$ cat src/rtl/axis_pwm_driver.sv
// Complementary dead-time PWM driver for an H-bridge, fed by a signed AXI-Stream effort word.
// New effort words are latched into a one-deep holding register and applied only at period boundaries.
module axis_pwm_driver #(
    parameter int W        = 16,
    parameter int PERIOD   = 1000,
    parameter int DEADTIME = 10
) (
    input  logic         clk_in1,
    input  logic         reset,
    input  logic [W-1:0] s_axis_tdata,
    input  logic         s_axis_tvalid,
    output logic         s_axis_tready,
    input  logic         enable,
    output logic         pwm_hi,
    output logic         pwm_lo,
    output logic         dir,
    output logic         period_tick,
    output logic         sat_flag
);

    localparam int CW = $clog2(PERIOD + DEADTIME + 1);
    localparam int MW = (W > CW) ? W : CW;

    localparam logic [CW-1:0] DT_C   = CW'(DEADTIME);
    localparam logic [CW-1:0] PER_C  = CW'(PERIOD);
    localparam logic [CW-1:0] LAST_C = CW'(PERIOD - 1);
    localparam logic [W-1:0]  MIN_NEG = {1'b1, {(W-1){1'b0}}};
    localparam logic [W-1:0]  MAX_POS = {1'b0, {(W-1){1'b1}}};

    logic [CW-1:0] cnt;
    logic [CW-1:0] duty;
    logic [W-1:0]  hold;
    logic          pending;

    logic          last_cnt;
    logic          xfer;
    logic          load;
    logic          pending_next;
    logic [W-1:0]  mag;
    logic [MW-1:0] mag_w;
    logic          sat_next;
    logic [CW-1:0] duty_next;
    logic [CW-1:0] lo_start;
    logic          hi_next;
    logic          lo_next;

    // Handshake: s_axis_tready is the registered complement of pending. A word
    // transfers on any edge where s_axis_tvalid && s_axis_tready; the upstream
    // must then hold tdata/tvalid stable until tready returns after the next load.
    assign last_cnt     = (cnt == LAST_C);
    assign xfer         = s_axis_tvalid && s_axis_tready;
    assign load         = last_cnt && pending;
    assign pending_next = xfer ? 1'b1 : (load ? 1'b0 : pending);

    // Magnitude of the held word; the most negative code has no positive twin.
    always_comb begin
        mag = hold;
        if (hold[W-1]) begin
            mag = (hold == MIN_NEG) ? MAX_POS : (~hold + W'(1));
        end
    end

    assign mag_w     = MW'(mag);
    assign sat_next  = (mag_w > MW'(PERIOD));
    assign duty_next = sat_next ? PER_C : mag_w[CW-1:0];

    // duty <= PERIOD, so duty + DEADTIME always fits in CW bits.
    assign lo_start = duty + DT_C;
    assign hi_next  = enable && (cnt >= DT_C) && (cnt < duty);
    assign lo_next  = enable && (cnt >= lo_start) && (cnt < PER_C);

    always_ff @(posedge clk_in1 or posedge reset) begin
        if (reset) begin
            cnt           <= '0;
            duty          <= '0;
            hold          <= '0;
            pending       <= 1'b0;
            s_axis_tready <= 1'b0;
            dir           <= 1'b0;
            sat_flag      <= 1'b0;
            pwm_hi        <= 1'b0;
            pwm_lo        <= 1'b0;
            period_tick   <= 1'b0;
        end else begin
            cnt           <= last_cnt ? '0 : cnt + CW'(1);
            pending       <= pending_next;
            s_axis_tready <= !pending_next;
            if (xfer) begin
                hold <= s_axis_tdata;
            end
            if (load) begin
                duty     <= duty_next;
                sat_flag <= sat_next;
                dir      <= hold[W-1];
            end
            pwm_hi      <= hi_next;
            pwm_lo      <= lo_next;
            period_tick <= last_cnt;
        end
    end

endmodule

$ cat config.mk
export PLATFORM = sky130hd
export DESIGN_NAME = axis_pwm_driver
export DESIGN_NICKNAME = d
export VERILOG_FILES = /design/src/rtl/axis_pwm_driver.sv
export SDC_FILE = /design/constraint.sdc
export NUM_CORES = 1
export LEC_CHECK = 0
export CORE_AREA = 8 8 83 85
export CTS_BUF_LIST = sky130_fd_sc_hd__clkbuf_4 sky130_fd_sc_hd__clkbuf_8 sky130_fd_sc_hd__clkbuf_16
export DETAILED_ROUTE_END_ITERATION = 10
export DIE_AREA = 0 0 91 93
export HOLD_SLACK_MARGIN = 0.1
export PLACE_DENSITY = 0.74
export SETUP_SLACK_MARGIN = 0.5
export SLEW_MARGIN = 10
export SYNTH_ARGS = -nofsm -noshare
export SYNTH_HDL_FRONTEND = slang
export SYNTH_SLANG_ARGS = --single-unit
$ cat constraint.sdc
create_clock -name clk_in1 -period 2.3 [get_ports clk_in1]
set_input_delay 0.46 -clock clk_in1 [delete_from_list [all_inputs] [get_ports clk_in1]]
set_output_delay 0.46 -clock clk_in1 [all_outputs]
set_load 0.005 [all_outputs]
==> flow_summary.yaml, run 1 <==
critical_path:
  worstPathCellList: "nor4_4 > buf_6 > and3_4 > a2111o_1 > o211ai_1 > a2111oi_4 > and2_4 > o31ai_1"
  crit_slowest_cell: "dfrtp_2"
  cp.required_ps: 2490
  worstSetupStartpoint: "hold[2]"
  path_max_fanout: 8
  cp-end-kind: "register"
  max_stage_delay_ps: 430
  reg2reg_from: "hold[2]"
  worstSetupPathType: "register to register"
  cp-start-kind: "register"
  cp.arrival_ps: 2370
final_layout:
  antenna_cells: 0
  area_growth_pct: 30.2
  nets: 393
  drive_gt1_share_pct: 25.9
  final_util_pct: 64.4
floorplan:
  coreArea_um2: 5680
  ioPinCount: 26
  start_util_pct: 49.4
  row_count: 28
  die_x_um: 91
  die_h_um: 93
  dieArea_um2: 8460
pwr:
  pwr_density_cell_nw_per_um2: 385
  cellLeakagePower_nw: 1.66
  vdd.ir_drop.worst_uv: 281
global_route:
  grt_pass1_vias: 2406
  grt_usage_pct: 15.7
  grt_max_degree: 28
  grt_pass1_wl_mm: 11.0
  overflow: 0
  antenna_found_initial: 0
timing:
  finClkSkew_ps: 10.3
  max-slew-margin-rel_pct: 56.5
  max_freq_mhz: 459
  fin_tns_setup_ps: 0
  min_period_over_period_pct: 94.8
  final_hold_viol_count: 0
  rsz0062_at_grt: "yes"
  final-max-slew-violation-count: 0
  period_needed_ps: 2180
  setup_violations: 0
  tightest_slew_ps: 649
synthesis:
  syn-cell-area_um2: 2810
  synthMuxAreaShare_pct: 6.78
  syn_area_per_cell_um2: 9.74
  async_reset_ff_share_pct: 100
  synthTopCellsByArea: "dfrtp_1 38%, ha_1 10%, mux2_2 6.4%"
  synth_xor_area_share_pct: 5.00
  synth_common_cells: "43 x dfrtp_1, 31 x nor2_1, 23 x ha_1"
  post_synth_num_cell_types: 58
  synth.top_cell.area_share_pct: 38.4
  yosysMostFrequentCell: "dfrtp_1"
  synth_area_leader_cell: "dfrtp_1"
  synth_compound_gate_area_share_pct: 16.6
  ys_ff_latch: 43
  ys.flop_type: "dfrtp_1"
  synthCells: 288
  synth_top_family_by_area: "simple AND/OR/NAND/NOR gates"
  yosysSeqAreaShare_pct: 38.4
  synthSimpleGateAreaFrac_pct: 19.1
  synth_edf_count: 0
  synth-adder-area-share_pct: 10.3
  syn-num-nets: 331
  ys_warn_count: 0
clock_network:
  ctsHtreeMaxLevel: 2
  cts-root-buf: "clkbuf_8"
  cts_buffers: 5
  clk_latency_ps: 300
  cts_tree: "done"
  path_clk_slew_ps: 80
  numClockSinks: 43
  clockBufferDepth: 2
  cts-hold-fix-buffers: 0
drt:
  drtPass1Iterations: 4
  routed_wl_mm: 6.23
  via_per_inst: 5.58
  postRouteAntennaNets: 0
  wl_per_cell_um: 14.6
  vias: 2377
  first_iter_violations: 63
  drc: 0
place:
  place.gp.congestion: 0.942
  dpl.hpwl_mm: 4.78
  portBuffers: 25
run_status:
  status: "finished clean"
flow_run:
  cap_violations: 0
worst_hold_path:
  min_path_type: "primary input to asynchronous set/reset pin"
critical path: cells and delay by family (launching register included):
| kind | cells | cell delay, ps |
|---|---|---|
| simple gates | 3 | 720 |
| compound gates | 4 | 760 |
| flops | 1 | 430 |
| buf+inv | 1 | 170 |
through the flow:
| stage | instance area, um^2 | instances | worst slack, ps | hold WS, ps | total power [mW] |
|---|---|---|---|---|---|
| after CTS | 3600 | 423 | 119 | 485 | 1.42 |
| after floorplan | 2860 | 288 | 144 | 447 | 0.785 |
| after global placement | 3390 | 409 | 94.2 | 458 | 0.827 |
| after global routing | 3650 | 426 | 0.740 | 522 | 1.45 |
| final | 3650 | 426 | 119 | 473 | 1.41 |
| after detailed placement | 3390 | 409 | 10.8 | 475 | 0.828 |
final cells by class:
cell class	instances	area (um^2)
repair buffers	62	544
clock inverters	3	43.8
clock buffers	5	68.8
well taps	75	93.8
flip-flops and latches	43	1080
inverters	20	75.1
multi-input cells	218	1750
fillers	487	2020
flip-flops by register name, indices dropped and copies added, names as in the netlist:
register / flops
cnt: 10
dir: 1
duty: 10
hold: 16
pending: 1
period_tick: 1
pwm_hi: 1
pwm_lo: 1
s_axis_tready: 1
sat_flag: 1
worst paths after layout:
kind	to	slack (ps)	cells past startpoint
max	duty[1]	120	8
min	hold[3]	470	2
max reg2reg	duty[1]	120	8
min reg2reg	dir	490	2
max in group asynchronous	duty[9]	1330	3
min in group clk_in1	dir	490	2
metal layers:
metal,global-route usage (%),vias up,share of wire [%]
met4,5.59,0,1.8
met5,0,-,0
li1,-,1179,-
met3,2.72,12,3.1
met2,27.7,50,51
met1,18.7,1136,44
cells in the final DEF, fill, tap and decap left out, types with 7 or more instances in the layout:
master,count
dfrtp_1,41
buf_4,35
nor2_1,30
clkdlybuf4s50_1,25
ha_1,21
nand2_1,19
inv_1,17
mux2_2,16
xnor2_1,10
a21oi_1,10
nand4_1,8
o21ai_0,7
a31oi_1,7
cells by family after synthesis:
group           count (synthesis)
simple gates                   98
compound gates                 64
flops                          43
buf+inv                        27
fa+ha+maj                      23
mux                            17
xor+xnor                       16
repair_timing:
item / 4_1_cts / 5_1_grt
endpoints found under the setup margin: 13 / 13
buffers inserted: 6 / 3
resized for setup: 11 / 6
endpoints found under the hold margin: 0 / 0
pin swaps: 7 / 6
where the power goes:
part           internal (mW)  switching, mW
clock                  0.323          0.271
sequential             0.756       0.000243
combinational         0.0343         0.0207
No activity file was read; power rests on OpenSTA's default activity.
==> inputs of run 2 (changes only) <==
--- a/config.mk
+++ b/config.mk
@@ -5,10 +5,10 @@
 export SDC_FILE = /design/constraint.sdc
 export NUM_CORES = 1
 export LEC_CHECK = 0
-export CORE_AREA = 8 8 83 85
+export CORE_AREA = 2 2 77 79
 export CTS_BUF_LIST = sky130_fd_sc_hd__clkbuf_4 sky130_fd_sc_hd__clkbuf_8 sky130_fd_sc_hd__clkbuf_16
 export DETAILED_ROUTE_END_ITERATION = 10
-export DIE_AREA = 0 0 91 93
+export DIE_AREA = 0 0 79 81
 export HOLD_SLACK_MARGIN = 0.1
 export PLACE_DENSITY = 0.74
 export SETUP_SLACK_MARGIN = 0.5
==> run 2 against run 1 <==
  * First-iteration DRC count grew 14%
  * Sequential cell count stayed put
  * Worst setup slack got worse by 120 ps
  * Combinational power hardly changed
  * Largest cell class unchanged
  * Clock power shrank 17%
  * Power down 7.2%
  * Via count rose by 3.7%
  * The run now ends with setup timing left
==> flow_summary.yaml, run 2 (same netlist as run 1, synthesis figures left out) <==
floorplan:
  start_util_pct: 49.4
  die_x_um: 79
  dieArea_um2: 6400
  coreArea_um2: 5680
  row_count: 28
  die_h_um: 81
  ioPinCount: 26
run_status:
  violations: "setup timing"
  status: "complete, but fails checks"
critical_path:
  cp.arrival_ps: 2480
  cp-start-kind: "register"
  reg2reg_from: "hold[7]"
  r2r_cells: 7
  path_max_fanout: 7
  cp-end-kind: "register"
  cp.required_ps: 2480
  rrSetupSlack_ps: -3
  worstSetupStartpoint: "hold[7]"
  worstSetupPathType: "register to register"
  r2r_end: "duty[1]"
pwr:
  netSwitchingPower_uw: 278
  cellLeakagePower_nw: 1.71
  vdd.ir_drop.worst_uv: 247
  internal_power_mw: 1.03
  seq_power_share_pct: 58.0
  clockPowerShare_pct: 37.8
  pwr_density_cell_nw_per_um2: 345
  comb_power_share_pct: 4.2
  switching_share_pct: 21.3
timing:
  timing.hold.ws_ps: 477
  min_period_over_period_pct: 100
  period_needed_ps: 2300
  finClkSkew_ps: 7.11
  fin_tns_setup_ps: -2.87
  setup_violations: 1
  final-max-slew-violation-count: 0
  max_freq_mhz: 434
  tightest_slew_ps: 659
  rsz0062_at_grt: "yes"
  max-slew-margin-rel_pct: 55.8
  worst_slack_ps: -2.87
  final_hold_viol_count: 0
flow_run:
  cap_violations: 0
clock_network:
  ctsHtreeMaxLevel: 2
  clk_latency_ps: 300
  cts-hold-fix-buffers: 0
  cts-root-buf: "clkbuf_8"
  path_clk_slew_ps: 80
  clockBufferDepth: 2
  numClockSinks: 43
  cts_tree: "done"
  cts_buffers: 5
global_route:
  grt_pass1_vias: 2350
  antenna_found_initial: 0
  grt_pass1_wl_mm: 10.8
  overflow: 0
  grt_max_degree: 28
  grt_usage_pct: 21.2
place:
  placed_cells: 407
  place.gp.congestion: 0.962
  portBuffers: 25
  dpl_cell_area_um2: 3370
  dpl.hpwl_mm: 4.68
drt:
  first_iter_violations: 72
  vias: 2464
  via_per_inst: 5.66
  postRouteAntennaNets: 0
  wl_per_cell_um: 15.7
  drtPass1Iterations: 4
  drc: 0
  routed_wl_mm: 6.85
final_layout:
  area_growth_pct: 34.9
  top_register: "hold"
  nets: 403
  drive_gt1_share_pct: 30.0
  antenna_cells: 0
  largest_reg_flops: 16
  layout_common_cells: "40 x dfrtp_1, 38 x buf_4, 31 x nor2_1, 25 x clkdlybuf4s50_1"
  final_common_cell: "dfrtp_1"
  finalNonFillerCells: 435
  stdcell_area_um2: 3780
  reg.largest.list: "hold x16, cnt x10, duty x10"
worst_hold_path:
  min_path_type: "primary input to asynchronous set/reset pin"
-- run 2: metrics by stage --
step	setup WS (ps)	utilization, %	power, mW
2_1_floorplan	144	-	0.785
3_3_place_gp	107	59.4	0.827
3_5_place_dp	15.3	59.4	0.828
4_1_cts	158	64.1	1.32
5_1_grt	-77.0	66.7	1.35
6_report	-2.87	66.7	1.30
-- run 2: worst max path at each step --
stage               to  slack, ps  depth (start not counted)
2_1_floorplan  duty[0]        140                          7
3_3_place_gp   duty[0]        110                          9
3_5_place_dp   duty[0]         20                          9
4_1_cts        duty[1]        160                          8
5_1_grt        duty[1]        -80                          9
6_report       duty[1]         -3                          7
-- run 2: layer usage --
metal	vias to the layer above	global-route usage (%)	wire length, um
met2	61	37.6	3630
met5	-	0	0
li1	1195	-	-
met4	0	8.10	142
met3	16	3.89	211
met1	1192	25.8	2870
-- run 2: area by class of cell --
type                    instances  area [um^2]
fillers                       443         1890
multi-input cells             219         1820
flip-flops and latches         43         1080
repair buffers                 71          628
well taps                      75         93.8
clock buffers                   6         82.6
inverters                      20         75.1
clock inverters                 1         5.00
-- run 2: critical path: stages, from the launching register on --
cell and delay (ps):
dfrtp_1 540, nor2_1 160, nand4_1 170, a31oi_1 180, a2111oi_0 460, o21ai_0 190, and2_4 190, o31ai_1 300
-- run 2: power groups by stage --
stage               combinational, mW  sequential, mW  clock (mW)
floorplan                      0.0134           0.772           0
global placement               0.0553           0.771           0
detailed placement             0.0563           0.771           0
CTS                            0.0564           0.756       0.511
global route                   0.0609           0.756       0.530
finish                         0.0547           0.756       0.494
-- run 2: timing repair --
item / CTS / global route
setup buffers: 13 / 6
pin swaps: 9 / 12
cloned: 1 / 1
endpoints found under the setup margin: 13 / 16
gates resized for setup: 13 / 20
